## src/rtl/xy2_pkg.sv

```systemverilog
// Shared XY2-100 constants, FSM state type and frame/parity helpers.
package xy2_pkg;

  localparam int unsigned XY2_FRAME_BITS = 20;
  localparam int unsigned XY2_DATA_W     = 16;
  // Control bits in wire order, left to right: bit 0, bit 1, bit 2.
  localparam logic [2:0]  XY2_CTRL       = 3'b001;

  typedef enum logic [0:0] {
    StIdle,
    StSend
  } xy2_state_e;

  // Parity bit that makes the whole frame even; the control bits contribute a single '1'.
  function automatic logic xy2_parity(input logic [XY2_DATA_W-1:0] data);
    return ~(^data);
  endfunction

  // Frame in transmission order: index 0 is the first bit on the wire.
  function automatic logic [XY2_FRAME_BITS-1:0] xy2_build_frame(
    input logic [XY2_DATA_W-1:0] data
  );
    logic [XY2_FRAME_BITS-1:0] frame;
    frame[0] = XY2_CTRL[2];
    frame[1] = XY2_CTRL[1];
    frame[2] = XY2_CTRL[0];
    for (int k = 0; k < int'(XY2_DATA_W); k++) begin
      frame[3+k] = data[XY2_DATA_W-1-k];
    end
    frame[XY2_FRAME_BITS-1] = xy2_parity(data);
    return frame;
  endfunction

endpackage

```

## src/rtl/xy2_frame_ser.sv

```systemverilog
// One XY2-100 channel: builds the 20-bit frame on load and shifts it out LSB (bit 0) first.
module xy2_frame_ser
  import xy2_pkg::*;
(
  input  logic                  clk_i,
  input  logic                  rst_ni,
  input  logic                  load_i,
  input  logic                  shift_i,
  input  logic                  clear_i,
  input  logic [XY2_DATA_W-1:0] data_i,
  output logic                  ser_o
);

  logic [XY2_FRAME_BITS-1:0] sr_d, sr_q;

  always_comb begin
    sr_d = sr_q;
    if (clear_i) begin
      sr_d = '0;
    end else if (load_i) begin
      sr_d = xy2_build_frame(data_i);
    end else if (shift_i) begin
      sr_d = {1'b0, sr_q[XY2_FRAME_BITS-1:1]};
    end
  end

  always_ff @(posedge clk_i or negedge rst_ni) begin
    if (!rst_ni) begin
      sr_q <= '0;
    end else begin
      sr_q <= sr_d;
    end
  end

  assign ser_o = sr_q[0];

endmodule

```

## src/rtl/xy2_100_tx.sv

```systemverilog
// XY2-100 transmitter: continuous 20-bit X/Y frames with a single-entry holding register.
// Define XY2_STATUS_RX_EN to enable capture of the receiver's status line.
module xy2_100_tx
  import xy2_pkg::*;
#(
  parameter int unsigned CLK_DIV = 10,
  parameter int unsigned DATA_W  = XY2_DATA_W
) (
  input  logic              clk_ref,
  input  logic              sys_rstn,
  input  logic              enable,
  input  logic [DATA_W-1:0] x_data,
  input  logic [DATA_W-1:0] y_data,
  input  logic              data_valid,
  output logic              data_ready,
  output logic              frame_start,
  output logic              xy_clk,
  output logic              xy_sync,
  output logic              xy_x,
  output logic              xy_y,
  input  logic              xy_status,
  output logic [DATA_W-1:0] status_word,
  output logic              status_valid,
  output logic              status_perr
);

  localparam int unsigned PhW  = (CLK_DIV > 1) ? $clog2(CLK_DIV) : 1;
  localparam int unsigned BitW = $clog2(XY2_FRAME_BITS);

  localparam logic [PhW-1:0]  PhLast  = PhW'(CLK_DIV - 1);
  localparam logic [PhW-1:0]  PhHalf  = PhW'(CLK_DIV / 2);
  localparam logic [BitW-1:0] BitLast = BitW'(XY2_FRAME_BITS - 1);

  xy2_state_e state_d, state_q;
  logic [PhW-1:0]    phase_d, phase_q;
  logic [BitW-1:0]   bit_d, bit_q;
  logic [DATA_W-1:0] hold_x_d, hold_x_q, hold_y_d, hold_y_q;
  logic [DATA_W-1:0] last_x_d, last_x_q, last_y_d, last_y_q;
  logic              full_d, full_q;
  logic              frame_start_d, frame_start_q;
  logic              xy_clk_d, xy_clk_q, xy_sync_d, xy_sync_q;

  logic              bit_end, frame_end, start, stop, shift, accept;
  logic [DATA_W-1:0] load_x, load_y;

  always_comb begin
    bit_end   = (state_q == StSend) && (phase_q == PhLast);
    frame_end = bit_end && (bit_q == BitLast);
    start     = enable && ((state_q == StIdle) || frame_end);
    stop      = frame_end && !enable;
    shift     = bit_end && !frame_end;
    accept    = data_valid && !full_q;
    // An empty holding register means the last words are sent again.
    load_x    = full_q ? hold_x_q : last_x_q;
    load_y    = full_q ? hold_y_q : last_y_q;

    state_d = state_q;
    phase_d = phase_q;
    bit_d   = bit_q;
    if (start) begin
      state_d = StSend;
      phase_d = '0;
      bit_d   = '0;
    end else if (stop) begin
      state_d = StIdle;
      phase_d = '0;
      bit_d   = '0;
    end else if (state_q == StSend) begin
      if (bit_end) begin
        phase_d = '0;
        bit_d   = bit_q + BitW'(1);
      end else begin
        phase_d = phase_q + PhW'(1);
      end
    end

    hold_x_d = hold_x_q;
    hold_y_d = hold_y_q;
    last_x_d = last_x_q;
    last_y_d = last_y_q;
    full_d   = full_q;
    if (start) begin
      last_x_d = load_x;
      last_y_d = load_y;
      full_d   = 1'b0;
    end
    // A pair accepted on a load cycle lands in holding; the load already used the old content.
    if (accept) begin
      hold_x_d = x_data;
      hold_y_d = y_data;
      full_d   = 1'b1;
    end

    frame_start_d = start;
    xy_clk_d      = (state_d == StSend) && (phase_d < PhHalf);
    xy_sync_d     = (state_d == StSend) && (bit_d != BitLast);
  end

  always_ff @(posedge clk_ref or negedge sys_rstn) begin
    if (!sys_rstn) begin
      state_q       <= StIdle;
      phase_q       <= '0;
      bit_q         <= '0;
      hold_x_q      <= '0;
      hold_y_q      <= '0;
      last_x_q      <= '0;
      last_y_q      <= '0;
      full_q        <= 1'b0;
      frame_start_q <= 1'b0;
      xy_clk_q      <= 1'b0;
      xy_sync_q     <= 1'b0;
    end else begin
      state_q       <= state_d;
      phase_q       <= phase_d;
      bit_q         <= bit_d;
      hold_x_q      <= hold_x_d;
      hold_y_q      <= hold_y_d;
      last_x_q      <= last_x_d;
      last_y_q      <= last_y_d;
      full_q        <= full_d;
      frame_start_q <= frame_start_d;
      xy_clk_q      <= xy_clk_d;
      xy_sync_q     <= xy_sync_d;
    end
  end

  xy2_frame_ser u_ser_x (
    .clk_i   (clk_ref),
    .rst_ni  (sys_rstn),
    .load_i  (start),
    .shift_i (shift),
    .clear_i (stop),
    .data_i  (load_x),
    .ser_o   (xy_x)
  );

  xy2_frame_ser u_ser_y (
    .clk_i   (clk_ref),
    .rst_ni  (sys_rstn),
    .load_i  (start),
    .shift_i (shift),
    .clear_i (stop),
    .data_i  (load_y),
    .ser_o   (xy_y)
  );

  assign data_ready  = !full_q;
  assign frame_start = frame_start_q;
  assign xy_clk      = xy_clk_q;
  assign xy_sync     = xy_sync_q;

`ifdef XY2_STATUS_RX_EN
  logic [XY2_FRAME_BITS-1:0] st_sr_d, st_sr_q;
  logic [DATA_W-1:0]         st_word_d, st_word_q;
  logic                      st_valid_d, st_valid_q, st_perr_d, st_perr_q;

  always_comb begin
    st_sr_d    = st_sr_q;
    st_word_d  = st_word_q;
    st_perr_d  = st_perr_q;
    st_valid_d = 1'b0;
    // Sample on the xy_clk falling edge; after 20 samples bit 0 sits at index 0.
    if ((state_q == StSend) && (phase_q == PhHalf)) begin
      st_sr_d = {xy_status, st_sr_q[XY2_FRAME_BITS-1:1]};
    end
    if (frame_end) begin
      for (int k = 0; k < int'(DATA_W); k++) begin
        st_word_d[DATA_W-1-k] = st_sr_q[3+k];
      end
      st_valid_d = 1'b1;
      st_perr_d  = (^st_sr_q) | ({st_sr_q[0], st_sr_q[1], st_sr_q[2]} != XY2_CTRL);
    end
  end

  always_ff @(posedge clk_ref or negedge sys_rstn) begin
    if (!sys_rstn) begin
      st_sr_q    <= '0;
      st_word_q  <= '0;
      st_valid_q <= 1'b0;
      st_perr_q  <= 1'b0;
    end else begin
      st_sr_q    <= st_sr_d;
      st_word_q  <= st_word_d;
      st_valid_q <= st_valid_d;
      st_perr_q  <= st_perr_d;
    end
  end

  assign status_word  = st_word_q;
  assign status_valid = st_valid_q;
  assign status_perr  = st_perr_q;
`else
  logic unused_status;
  assign unused_status = xy_status;
  assign status_word   = '0;
  assign status_valid  = 1'b0;
  assign status_perr   = 1'b0;
`endif

endmodule
```

## config.mk

```make
export PLATFORM = sky130hd
export DESIGN_NAME = xy2_100_tx
export DESIGN_NICKNAME = d
export VERILOG_FILES = /design/src/rtl/xy2_pkg.sv /design/src/rtl/xy2_frame_ser.sv /design/src/rtl/xy2_100_tx.sv
export SDC_FILE = /design/constraint.sdc
export NUM_CORES = 1
export LEC_CHECK = 0
export BUFFER_PORTS_ARGS = -buffer_cell sky130_fd_sc_hd__buf_2
export CAP_MARGIN = 5
export CORE_UTILIZATION = 53
export CTS_CLUSTER_DIAMETER = 50
export DETAILED_ROUTE_END_ITERATION = 10
export PLACE_DENSITY = 0.76
export REMOVE_ABC_BUFFERS = 1
export SLEW_MARGIN = 20
export SYNTH_ARGS = -nofsm -noshare
export SYNTH_HDL_FRONTEND = slang
export SYNTH_SLANG_ARGS = --single-unit
```

## constraint.sdc

```tcl
create_clock -name clk_ref -period 2 [get_ports clk_ref]
set_clock_uncertainty 0.1 [all_clocks]
set_input_delay 0.1 -clock clk_ref [delete_from_list [all_inputs] [get_ports clk_ref]]
set_output_delay 0.1 -clock clk_ref [all_outputs]
set_load 0.1 [all_outputs]
```

==> results.md <==
- Initial DRC count: 203
- Fin. max-slew vios: 0
- Count leader, synth: dfrtp_1
- Synth cell count leaders: dfrtp_1, mux2i_1, mux2_2
- Final hold viol count: 0
- Critical Path Source Type: flop
- Leak: 3.60 nW
- Worst path required time: 2310 ps
- Synth warnings: 0
- Post-DRT Antenna Nets: 0
- Vias in the first global route: 3974
- Global-route wire length before repair: about 19000 um
- Post-synth EDFFs: 0
- Post-synth top area share: 0.515
- Placer Congestion: 0.807
- Initial antenna violation count: 0
- Post-placement cell area: 0.00616 mm^2
- DIE AREA: 0.0112 mm^2
- Final design utilization: 0.689
- Post-synth ARST share: 1.00
- Layout area overhead: 25.2%
- Via count: between 3000 and 4000
- Core Region: ~0.010 mm^2
- Critical-path cell list: inv_2 -> ha_4 -> and4b_2 -> nand4_4 -> nand2_2 -> nand2_4 -> clkinv_4 -> nand2_8 -> buf_16 -> mux2_4
- Yosys cell types: 41
- Synth top area cells: dfrtp_1, mux2i_1, mux2_2, mux2_4, xnor2_1
- DPL Wire Length: 6700 um
- FF/Latch Area: about 0.0030 mm^2
- Clk Latency, worst-skew pair: 530 ps
- TritonCTS sink count: 118
- Final worst slack: about 32 ps
- Initial core utilization: 0.550
- Max-cap violations: 0
- Layout cells sized above 1: 0.299
- Io pins: 61
- DR WL/cell: 16.2 um
- Ant. Diodes: 0
- CTS tree: built
- Clk root buf: clkbuf_8
- CP max stage cell: dfrtp_1
- Worst slew margin: 0.589
- Number of synthesized register bits: approximately 120
- Std-Cell Rows: 37
- Syn Inst Count: around 460
- Largest net degree at the start of global routing: 119
- HP Class: in2reg
- Primary FF master, synth: dfrtp_1
- Vias per inst: about 5.4
- PwrDens: 1680 mW/mm^2
- WHS: 73.8 ps
- Seq/Total Area, Yosys: 0.515
- Clock buffer depth: 2
- Final Net Count: 587
- Crit share post-route: 0.984
- Final instance area: between 0.007 and 0.008 mm^2
- Post-Syn Area: about 0.0057 mm^2
- Worst VDD drop: approximately 950 uV
- Die Wd: 106 um
- Clk slew on worst S/H paths: 50 ps
- Critical Path Max Stage Delay: ~400 ps
- Status: finished clean
- Top achievable clock speed: 508 MHz
- Total routed wirelength: between 10000 and 15000 um
- Multi-input combinational cell area: about 0.0026 mm^2
- Crit end category: flop
- TritonCTS Buffers: 17
- Crit Path Category: reg2reg
- Setup WS pre-CTS: about 9.4 ps
- Largest area contributor in the netlist: dfrtp_1
- Syn_area_per_cell: ~13 um^2
- DRC: 0
- Pre-antenna DRT Iters: 4
- Worst-margin pin slew: approximately 600 ps
- Setup TNS: 0 ps
- Worst Path Max Fanout: 6
- CP arrival: between 2000 and 2500 ps
- Htree depth: 4
- GRT overflow: 0
- Fill cells: approximately 710
- Min Tclk post-route: 1970 ps
- Die Y-Extent: ~110 um
- Port Buffers: 41
- Final setup violation count: 0
- GR Util All Layers: 0.224
## path summary, 6_finish.rpt
| check | from | endpoint | slack (ps) | depth (start not counted) |
|---|---|---|---|---|
| min in group asynchronous | sys_rstn | hold_x_q[13] | 100 | 3 |
| max in group asynchronous | sys_rstn | full_q | 1210 | 3 |
| min | data_valid | full_q | 70 | 4 |
| max | phase_q[1] | last_x_q[13] | 30 | 10 |
| max reg2reg | phase_q[1] | last_x_q[13] | 30 | 10 |
| min reg2reg | last_y_q[5] | last_y_q[5] | 370 | 1 |
## layout make-up
class,instances,share of cell area
multi-input cells,303,0.358
well taps,136,0.0237
repair buffers,100,0.126
flip-flops and latches,118,0.412
clock buffers,23,0.0665
clock inverters,8,0.0103
inverters,7,0.00436
## through the flow
stage          instances  power (mW)
2_1_floorplan        428        7.87
6_report             695        12.1
3_3_place_gp         626        8.85
5_1_grt              695        12.8
4_1_cts              693        12.0
3_5_place_dp         626        9.07
## where the power goes
part	total (mW)	internal, mW	leakage [nW]	switching, mW
clock network	2.81	1.76	0.270	1.05
logic	5.17	2.69	1.82	2.48
registers	4.08	3.27	1.51	0.808
## what timing repair did
item                                    CTS  global route
gates resized for setup                   5            11
pin swaps                                 3             6
hold endpoints to repair                158             0
hold buffers                             34             0
gates cloned                              1             1
setup buffers                             1             1
endpoints found under the setup margin   22            32
## critical path, delay by kind of cell (launching register included)
| kind | cells | cell delay [ps] |
|---|---|---|
| buf+inv | 3 | 320 |
| simple gates | 5 | 630 |
| fa+ha+maj | 1 | 120 |
| flops | 1 | 400 |
| mux | 1 | 290 |
## sequential cells by signal (all words and copies together) (netlist names)
| register | flops |
|---|---|
| frame_start | 1 |
| hold_x_q | 16 |
| full_q | 1 |
| last_x_q | 16 |
| xy_sync | 1 |
| phase_q | 4 |
| xy_clk | 1 |
| u_ser_y.sr_q | 20 |
| state_q | 1 |
| last_y_q | 16 |
| u_ser_x.sr_q | 20 |
| bit_q | 5 |
| hold_y_q | 16 |
## cells by family (layout without fill, tap and decap cells)
| family | Yosys count | count (layout) | synth area share |
|---|---|---|---|
| flops | 118 | 118 | 0.515 |
| mux | 100 | 100 | 0.199 |
| compound gates | 86 | 86 | 0.107 |
| buf+inv | 51 | 138 | 0.0587 |
| simple gates | 50 | 50 | 0.0424 |
| xor+xnor | 46 | 46 | 0.0703 |
| fa+ha+maj | 3 | 3 | 0.00655 |
| other cells | 1 | 18 | 0.000654 |
## placed cells by master, fill, tap and decap left out, types with 3 or more instances in the layout
cell type and instances:
a21o_1 11, a21oi_1 4, a221o_1 11, a22o_1 4
a22oi_1 21, buf_12 10, buf_2 40, buf_4 13
clkbuf_16 17, clkbuf_8 5, clkinv_2 4, conb_1 18
dfrtp_1 117, dlygate4sd3_1 34, inv_1 4, mux2_2 33
mux2_4 20, mux2i_1 45, nand2_1 10, nand2_2 3
nor2_1 21, nor3_1 5, o211ai_1 3, o21ai_0 23
o21ai_1 3, xnor2_1 23, xor2_1 23
## routing by layer
metal  part of all wire  wire, um  up-vias  track usage
met4              0.022       243        0        0.104
met3              0.030       342       25       0.0730
met5                  0         0        -            0
li1                   -         -     1780            -
met2               0.50      5670       84        0.358
met1               0.45      5040     1888        0.277
(Power assumes the default switching activity.)
